`src/rtl/mac_dot_seq_if.sv`:
```
// Handshake bundle between the dot-product sequencer, its command/operand
// source, the external MAC and the result consumer.
interface mac_dot_seq_if #(
  parameter int LEN_W = 8,
  parameter int DW    = 8
);
  logic             start;
  logic [LEN_W-1:0] len;
  logic             busy;
  logic             in_valid;
  logic [DW-1:0]    in_a;
  logic [DW-1:0]    in_b;
  logic             in_ready;
  logic [DW-1:0]    mac_a;
  logic [DW-1:0]    mac_b;
  logic             mac_clr;
  logic [15:0]      mac_acc;
  logic             mac_cout;
  logic             res_valid;
  logic [15:0]      res_data;
  logic             res_ovf;
  logic             res_ready;

  modport master (
    output start, len, in_valid, in_a, in_b, mac_acc, mac_cout, res_ready,
    input  busy, in_ready, mac_a, mac_b, mac_clr, res_valid, res_data, res_ovf
  );

  modport slave (
    input  start, len, in_valid, in_a, in_b, mac_acc, mac_cout, res_ready,
    output busy, in_ready, mac_a, mac_b, mac_clr, res_valid, res_data, res_ovf
  );
endinterface

```
`src/rtl/mac_dot_seq.sv`:
```
// Sequencer feeding a free-running 8x8->16 MAC to compute one dot product per command.
// Build option: define MAC_SEQ_SAT_EN to saturate res_data to 16'hFFFF on overflow.
module mac_dot_seq #(
  parameter int LEN_W = 8,
  parameter int DW    = 8
) (
  input  logic         clk,
  input  logic         rst,
  mac_dot_seq_if.slave bus
);

`ifdef MAC_SEQ_SAT_EN
  localparam bit SAT_EN = 1'b1;
`else
  localparam bit SAT_EN = 1'b0;
`endif

  typedef enum logic [2:0] {IDLE, CLEAR, RUN, DRAIN, DONE} state_t;

  state_t           state_q, state_d;
  logic [LEN_W-1:0] cnt_q, cnt_d;
  logic             ovf_q, ovf_d;
  logic [15:0]      res_data_q, res_data_d;
  logic             res_ovf_q, res_ovf_d;
  logic             res_valid_q, res_valid_d;
  logic             in_ready_q, in_ready_d;
  logic             busy_q, busy_d;
  logic             clr_q, clr_d;
  logic             xfer;
  logic             ovf_now;
  logic [DW-1:0]    a_sel, b_sel;

  function automatic logic [15:0] fmt_result(input logic [15:0] acc, input logic ovf);
    return (SAT_EN && ovf) ? 16'hFFFF : acc;
  endfunction

  assign xfer    = bus.in_valid & in_ready_q;
  assign ovf_now = ovf_q | bus.mac_cout;

  // The MAC adds every clock, so it must see zero operands whenever no pair moves.
  assign a_sel = xfer ? bus.in_a : '0;
  assign b_sel = xfer ? bus.in_b : '0;

  assign bus.mac_a     = a_sel;
  assign bus.mac_b     = b_sel;
  assign bus.mac_clr   = rst | clr_q;
  assign bus.in_ready  = in_ready_q;
  assign bus.busy      = busy_q;
  assign bus.res_valid = res_valid_q;
  assign bus.res_data  = res_data_q;
  assign bus.res_ovf   = res_ovf_q;

  always_comb begin
    state_d    = state_q;
    cnt_d      = cnt_q;
    ovf_d      = ovf_q;
    res_data_d = res_data_q;
    res_ovf_d  = res_ovf_q;
    case (state_q)
      IDLE: begin
        if (bus.start) begin
          cnt_d   = bus.len;
          state_d = CLEAR;
        end
      end
      CLEAR: begin
        ovf_d   = 1'b0;
        state_d = (cnt_q != '0) ? RUN : DRAIN;
      end
      RUN: begin
        ovf_d = ovf_now;
        if (xfer) begin
          cnt_d = cnt_q - LEN_W'(1);
          if (cnt_q == LEN_W'(1)) state_d = DRAIN;
        end
      end
      DRAIN: begin
        // Accumulator already holds the final sum; its carry still counts.
        ovf_d      = ovf_now;
        res_data_d = fmt_result(bus.mac_acc, ovf_now);
        res_ovf_d  = ovf_now;
        state_d    = DONE;
      end
      DONE: begin
        if (bus.res_ready) state_d = IDLE;
      end
      default: state_d = IDLE;
    endcase
    // Outputs are registered from the next state so they line up with it.
    busy_d      = (state_d != IDLE);
    in_ready_d  = (state_d == RUN);
    clr_d       = (state_d == CLEAR);
    res_valid_d = (state_d == DONE);
  end

  always_ff @(posedge clk or posedge rst) begin
    if (rst) begin
      state_q     <= IDLE;
      cnt_q       <= '0;
      ovf_q       <= 1'b0;
      res_data_q  <= '0;
      res_ovf_q   <= 1'b0;
      res_valid_q <= 1'b0;
      in_ready_q  <= 1'b0;
      busy_q      <= 1'b0;
      clr_q       <= 1'b0;
    end else begin
      state_q     <= state_d;
      cnt_q       <= cnt_d;
      ovf_q       <= ovf_d;
      res_data_q  <= res_data_d;
      res_ovf_q   <= res_ovf_d;
      res_valid_q <= res_valid_d;
      in_ready_q  <= in_ready_d;
      busy_q      <= busy_d;
      clr_q       <= clr_d;
    end
  end

endmodule

```
`src/flat_wrapper.sv`:
```
// flat-port wrapper written by rule: the top's interface ports become plain ports
module mac_dot_seq_flat 
#(
  parameter int LEN_W = 8,
  parameter int DW    = 8
)
  (clk, rst, bus_start, bus_len, bus_in_valid, bus_in_a, bus_in_b, bus_mac_acc, bus_mac_cout, bus_res_ready, bus_busy, bus_in_ready, bus_mac_a, bus_mac_b, bus_mac_clr, bus_res_valid, bus_res_data, bus_res_ovf);
  mac_dot_seq_if #(.LEN_W(LEN_W), .DW(DW)) bus_i ();
  input  logic clk;
  input  logic rst;
  input wire logic [$bits(bus_i.start)-1:0] bus_start;
  input wire logic [$bits(bus_i.len)-1:0] bus_len;
  input wire logic [$bits(bus_i.in_valid)-1:0] bus_in_valid;
  input wire logic [$bits(bus_i.in_a)-1:0] bus_in_a;
  input wire logic [$bits(bus_i.in_b)-1:0] bus_in_b;
  input wire logic [$bits(bus_i.mac_acc)-1:0] bus_mac_acc;
  input wire logic [$bits(bus_i.mac_cout)-1:0] bus_mac_cout;
  input wire logic [$bits(bus_i.res_ready)-1:0] bus_res_ready;
  output wire logic [$bits(bus_i.busy)-1:0] bus_busy;
  output wire logic [$bits(bus_i.in_ready)-1:0] bus_in_ready;
  output wire logic [$bits(bus_i.mac_a)-1:0] bus_mac_a;
  output wire logic [$bits(bus_i.mac_b)-1:0] bus_mac_b;
  output wire logic [$bits(bus_i.mac_clr)-1:0] bus_mac_clr;
  output wire logic [$bits(bus_i.res_valid)-1:0] bus_res_valid;
  output wire logic [$bits(bus_i.res_data)-1:0] bus_res_data;
  output wire logic [$bits(bus_i.res_ovf)-1:0] bus_res_ovf;
  assign bus_i.start = bus_start;
  assign bus_i.len = bus_len;
  assign bus_i.in_valid = bus_in_valid;
  assign bus_i.in_a = bus_in_a;
  assign bus_i.in_b = bus_in_b;
  assign bus_i.mac_acc = bus_mac_acc;
  assign bus_i.mac_cout = bus_mac_cout;
  assign bus_i.res_ready = bus_res_ready;
  assign bus_busy = bus_i.busy;
  assign bus_in_ready = bus_i.in_ready;
  assign bus_mac_a = bus_i.mac_a;
  assign bus_mac_b = bus_i.mac_b;
  assign bus_mac_clr = bus_i.mac_clr;
  assign bus_res_valid = bus_i.res_valid;
  assign bus_res_data = bus_i.res_data;
  assign bus_res_ovf = bus_i.res_ovf;
  mac_dot_seq #(.LEN_W(LEN_W), .DW(DW)) u_core (.clk(clk), .rst(rst), .bus(bus_i));
endmodule
```
`config.mk`:
```
export PLATFORM = sky130hd
export DESIGN_NAME = mac_dot_seq_flat
export DESIGN_NICKNAME = d
export VERILOG_FILES = /design/src/rtl/mac_dot_seq_if.sv /design/src/rtl/mac_dot_seq.sv /design/src/flat_wrapper.sv
export SDC_FILE = /design/constraint.sdc
export NUM_CORES = 1
export LEC_CHECK = 0
export CAP_MARGIN = 20
export CORE_ASPECT_RATIO = 1.25
export CORE_MARGIN = 8
export CORE_UTILIZATION = 36
export DETAILED_ROUTE_END_ITERATION = 10
export PLACE_DENSITY_LB_ADDON = 0.3
export SLEW_MARGIN = 40
export SYNTH_ARGS = -nofsm -noshare
export SYNTH_HDL_FRONTEND = slang
export SYNTH_SLANG_ARGS = --single-unit
```
`constraint.sdc`:
```
create_clock -name clk -period 1.8 [get_ports clk]
set_input_delay 0.18 -clock clk [delete_from_list [all_inputs] [get_ports clk]]
set_output_delay 0.18 -clock clk [all_outputs]
set_load 0.05 [all_outputs]
```
### Word level (Yosys, flattened, before mapping)

Index checks and enable logic that the tools add are counted.

* register bits: 33
* bits of input ports: 46

* mux-type cells: 12
* equality and inequality tests: 10
* add/sub/neg operators: 1
* bitwise logic cells: 3
* reductions and logical operators: 7

Operators with widths (count)
* two-way mux 8 bit: 4
* one-hot mux 8 bit (2 select lines): 1
* one-hot mux 3 bit (5 select lines): 1
* two-way mux 3 bit: 4
* equality test 3 x 2 -> 1 bit, second input constant: 3
* equality test 8 x 1 -> 1 bit, second input constant: 1
* nonzero test 8 bit: 1
* subtractor 8 x 1 -> 8 bit, second input constant: 1
* equality test 3 x 1 -> 1 bit, second input constant: 2
* equality test 3 bit, second input constant: 2
* nonzero test 2 bit: 2
* logical NOT 3 bit: 1
* AND reduction 3 bit: 1
* nonzero test 3 bit: 1
* inequality test 2 x 1 -> 1 bit, second input constant: 1
* inequality test 2 bit, second input constant: 1
* OR 1 bit: 2
* one-hot mux 1 bit (2 select lines): 1
* OR reduction 2 bit: 1
* AND 1 bit: 1
* two-way mux 1 bit: 1

### Logic depth before layout (Yosys ltp)

* depth after elaboration: 5
* mapped depth: 7
* depth with buffers taken out: 6

### Least setup slack after synthesis

No wires, ideal clock.

* path kind: reg2reg
* start: register u_core.cnt_q[0]
* end: register u_core.cnt_q[6]
* clock period less this slack: 1756 ps
* library setup time: 130 ps
* path buffers: 0
* setup slack: 44 ps
* cell stages (with the launch flop): 7
* data required time: 1670 ps
* data arrival time: 1626 ps
* cell sequence: dfrtp_1 > inv_1 > ha_1 > or3b_2 > or3_1 > a21oi_1 > o22ai_1

* longest elaborated chain between the ends: 3

RTL lines
* start, declared: RTL line mac_dot_seq.sv:21 `logic [LEN_W-1:0] cnt_q, cnt_d;`
* start signal, assigned: RTL line mac_dot_seq.sv:109 `cnt_q <= cnt_d;`
* subtractor 8 x 1 -> 8 bit: RTL line mac_dot_seq.sv:73 `cnt_d = cnt_q - LEN_W'(1);`
* two-way mux 8 bit: RTL line mac_dot_seq.sv:72 `if (xfer) begin`
* one-hot mux 8 bit (2 select lines): RTL line mac_dot_seq.sv:59 `case (state_q)`

Every way passes these cells. The select of a mux whose other input is x is not followed.
A chain may end at the register's enable or synchronous reset.

### Worst setup path in the final report

* start: register u_core.cnt_q[0]
* end: register u_core.cnt_q[7]

The elaborated chain is that of the path after synthesis.

==> flow_summary_export.csv <==
group,metric,value,unit
sta,setup_viol,0,
drt,drc,0,
floorplan,ios,83,
floorplan,core,0.00439,mm²
worst_setup_path,path_buf_inv,1,
power_and_ir_drop,pwr-share-comb,59.8,%
outcome,status,"completed",
sta,fin_crit,1720,ps
clock_network,cts.path.max_buffers,2,
final_layout,final_layout_size_suffix_gt1_share,26.8,%
final_layout,nNetsFinal,298,
clock_network,path_clk_slew,80,ps
drt,wl_per_cell,15.1,µm
worst_setup_path,crit_type,"flip-flop to flip-flop",
drt,drtIter0Drc,82,
worst_setup_path,cp-startpoint,"u_core.cnt_q[0]$_DFFE_PP0P_",
logic_synthesis,ys_ff_latch,33,
placement,hpwlAfterDp,3710,µm
floorplan,start_util,37.4,%
global_route,grt_max_degree,23,
power_and_ir_drop,p_sw_share,43.8,%
sta,tns,0,ps
power_and_ir_drop,p_sw,2.35,mW
clock_network,htree_num_levels,2,
drt,wl,4650,µm
logic_synthesis,synth_cells,153,
logic_synthesis,synth_most_common_cell,"dfrtp_1",
worst_setup_path,path_cells,"buf_4 > or4_4 > nand2b_4 > o22a_1 > o22a_1",
sta,skew,12.0,ps
logic_synthesis,synth_area_leaders,"dfrtp_1 (50%), mux2_2 (11%), and3_1 (6.1%), a21oi_1 (3.1%), nor2_1 (2.7%)",
drt,drt-pass1-iter-count,4,
worst_setup_path,end_kind,"flip-flop",
flow_run,drv_cap,0,
global_route,grt_overflow,0,
drt,antenna_left,0,
placement,io_buffer_count,82,
power_and_ir_drop,clockPowerShare,15.5,%
floorplan,die_x,76.4,µm
logic_synthesis,ys_seq_area_share,50.3,%
sta,slew_headroom,65.5,%
global_route,grt_pass1_wl,7470,µm
worst_setup_path,start_kind,"flip-flop",
power_and_ir_drop,finalPower,5.38,mW
worst_setup_path,cpPeakStageDelay,540,ps
final_layout,design_area,0.00292,mm²
clock_network,clock_sinks,33,
logic_synthesis,yosys.area.top_type,"dfrtp_1",
sta,worst_pin_slew,516,ps
global_route,grt_use_total,13.2,%
sta,maxClockFrequency,580,MHz
logic_synthesis,ys_warn_count,0,
worst_setup_path,cpMostUsedCell,"o22a_1",
worst_setup_path,r2r_start,"u_core.cnt_q[0]$_DFFE_PP0P_",
drt,viasPerCell,4.94,
floorplan,die_y,91.5,µm
sta,rsz0062_at_grt,"no",
final_layout,seq_area,826,µm²
floorplan,rows,27,
logic_synthesis,synthArstFlopShare,100,%
logic_synthesis,ys_types,36,
power_and_ir_drop,seqPwrFrac,24.7,%
logic_synthesis,syn_area,0.00164,mm²
placement,gp_congestion,0.779,
final_layout,area_growth,78.2,%
sta,hold_viol_final,0,
worst_setup_path,crit_path_max_fanout,4,
clock_network,clockRootBuffer,"clkbuf_8",
placement,dpl_cell_area,0.00278,mm²
worst_setup_path,slowest_stage,"or4_4",
final_layout,nFillCells,352,
power_and_ir_drop,p_leak,1.31,nW
final_layout,diodes,0,
logic_synthesis,syn-num-nets,202,
power_and_ir_drop,power_density,1840,mW/mm²
final_layout,postLayoutCoreUtil,66.6,%
floorplan,dieArea,0.00699,mm²
global_route,grt_pass1_vias,1523,
worst_setup_path,arrival,1890,ps
power_and_ir_drop,max-vdd-ir-drop,823,µV
logic_synthesis,yosys-top-cells-count,"dfrtp_1 (33), and3_1 (16), mux2_2 (16)",
worst_setup_path,cp_top_family,"simple AND/OR/NAND/NOR gates",
clock_network,numCtsBuffers,5,
worst_setup_path,worstPathRequired,1960,ps
logic_synthesis,ys.flop_type,"dfrtp_1",
power_and_ir_drop,cellInternalPower,3.03,mW
clock_network,cts_tree,"built",
drt,vias,1520,
logic_synthesis,synth_edf_count,0,
logic_synthesis,synth_top_area_share,50.3,%
global_route,grt_antenna_before_repair,0,
min_path,hold_class,"primary input to asynchronous set/reset pin",
logic_synthesis,avgSynthCellArea,10.7,µm²
sta,drv_slew,0,
clock_network,clk_latency,290,ps
final_layout,multiInputGateArea,739,µm²
sta,post-route-period-util,95.8,%
## stage by stage
stage	hold slack [ps]	std cells	setup WS, ps
2_1_floorplan	309	153	43.9
3_3_place_gp	476	299	81.5
3_5_place_dp	492	299	40.1
4_1_cts	258	307	8.42
5_1_grt	295	308	10.4
6_report	248	308	76.4
## state kept, by name, indices dropped and copies added, names as in the netlist
signal,count
u_core.bus.busy,1
u_core.bus.in_ready,1
u_core.bus.res_data,16
u_core.bus.res_ovf,1
u_core.bus.res_valid,1
u_core.clr_q,1
u_core.cnt_q,8
u_core.ovf_q,1
u_core.state_q,3
## timing repair
action / in CTS / in global routing
endpoints found under the setup margin: 0 / 1
setup buffers: 0 / 1
hold buffers: 0 / 0
gates resized for setup: 0 / 3
## cells by family after synthesis
kind of cell | after synthesis | synth area share [%]
fa+ha+maj | 3 | 2.29
simple gates | 54 | 19.1
xor+xnor | 1 | 0.534
mux | 16 | 11.0
buf+inv | 16 | 4.96
compound gates | 30 | 11.8
flops | 33 | 50.3
## final timing paths
check                                                      endpoint  slack (ps)  depth (start not counted)
worst max-delay path                    u_core.cnt_q[7]$_DFFE_PP0P_          80                          5
worst min-delay path            u_core.bus.res_data[15]$_DFFE_PP0N_         250                          2
worst max register to register          u_core.cnt_q[7]$_DFFE_PP0P_          80                          5
worst min register to register  u_core.bus.res_data[13]$_DFFE_PP0N_         510                          1
max in group asynchronous               u_core.cnt_q[6]$_DFFE_PP0P_        1050                          3
min in group clk                u_core.bus.res_data[15]$_DFFE_PP0N_         500                          2
## layout by cell type (no fill, tap or decap), types with 2 or more instances in the layout
master,Yosys,routed
mux2_2,16,16
inv_1,6,5
nand2b_1,3,3
and3_1,16,16
dfrtp_1,33,33
o21ai_0,8,8
nand3_1,3,3
or3_1,2,2
bufinv_16,0,2
clkbuf_8,0,5
ha_1,3,3
a22oi_1,2,2
nor3_1,5,5
o22a_1,3,3
a21oi_1,10,9
buf_4,2,17
clkdlybuf4s50_1,0,64
nand2_1,4,4
buf_12,0,18
nor2_1,12,12
## per-layer routing
layer	routed length [µm]	vias up	GRT usage (%)
met4	68	0	4.82
li1	-	734	-
met5	0	-	0
met1	1710	711	13.1
met3	544	6	8.09
met2	2320	69	22.0
## layout make-up
cell class                 count  area share [%]
clock buffer                   5            2.35
clock inverter                 3            2.23
inverter                       6           0.771
multi-input combinational    104            25.3
sequential                    33            28.3
tap                           58            2.48
timing repair buffer          99            38.6
## power groups by stage
| stage | Combinational [mW] | Sequential (mW) | Clock [mW] |
|---|---|---|---|
| final | 3.22 | 1.33 | 0.836 |
| after global routing | 3.42 | 1.37 | 0.877 |
| after CTS | 3.22 | 1.32 | 0.845 |
| after detailed placement | 3.21 | 1.34 | 0 |
| after global placement | 3.17 | 1.31 | 0 |
| after floorplan | 1.22 | 2.12 | 0 |
## worst register-to-register path, cell delays in order, from the launching register on
cell,delay [ps]
dfrtp_1,400
buf_4,150
or4_4,540
nand2b_4,160
o22a_1,170
o22a_1,180
Power figures use the tool's default switching activity.
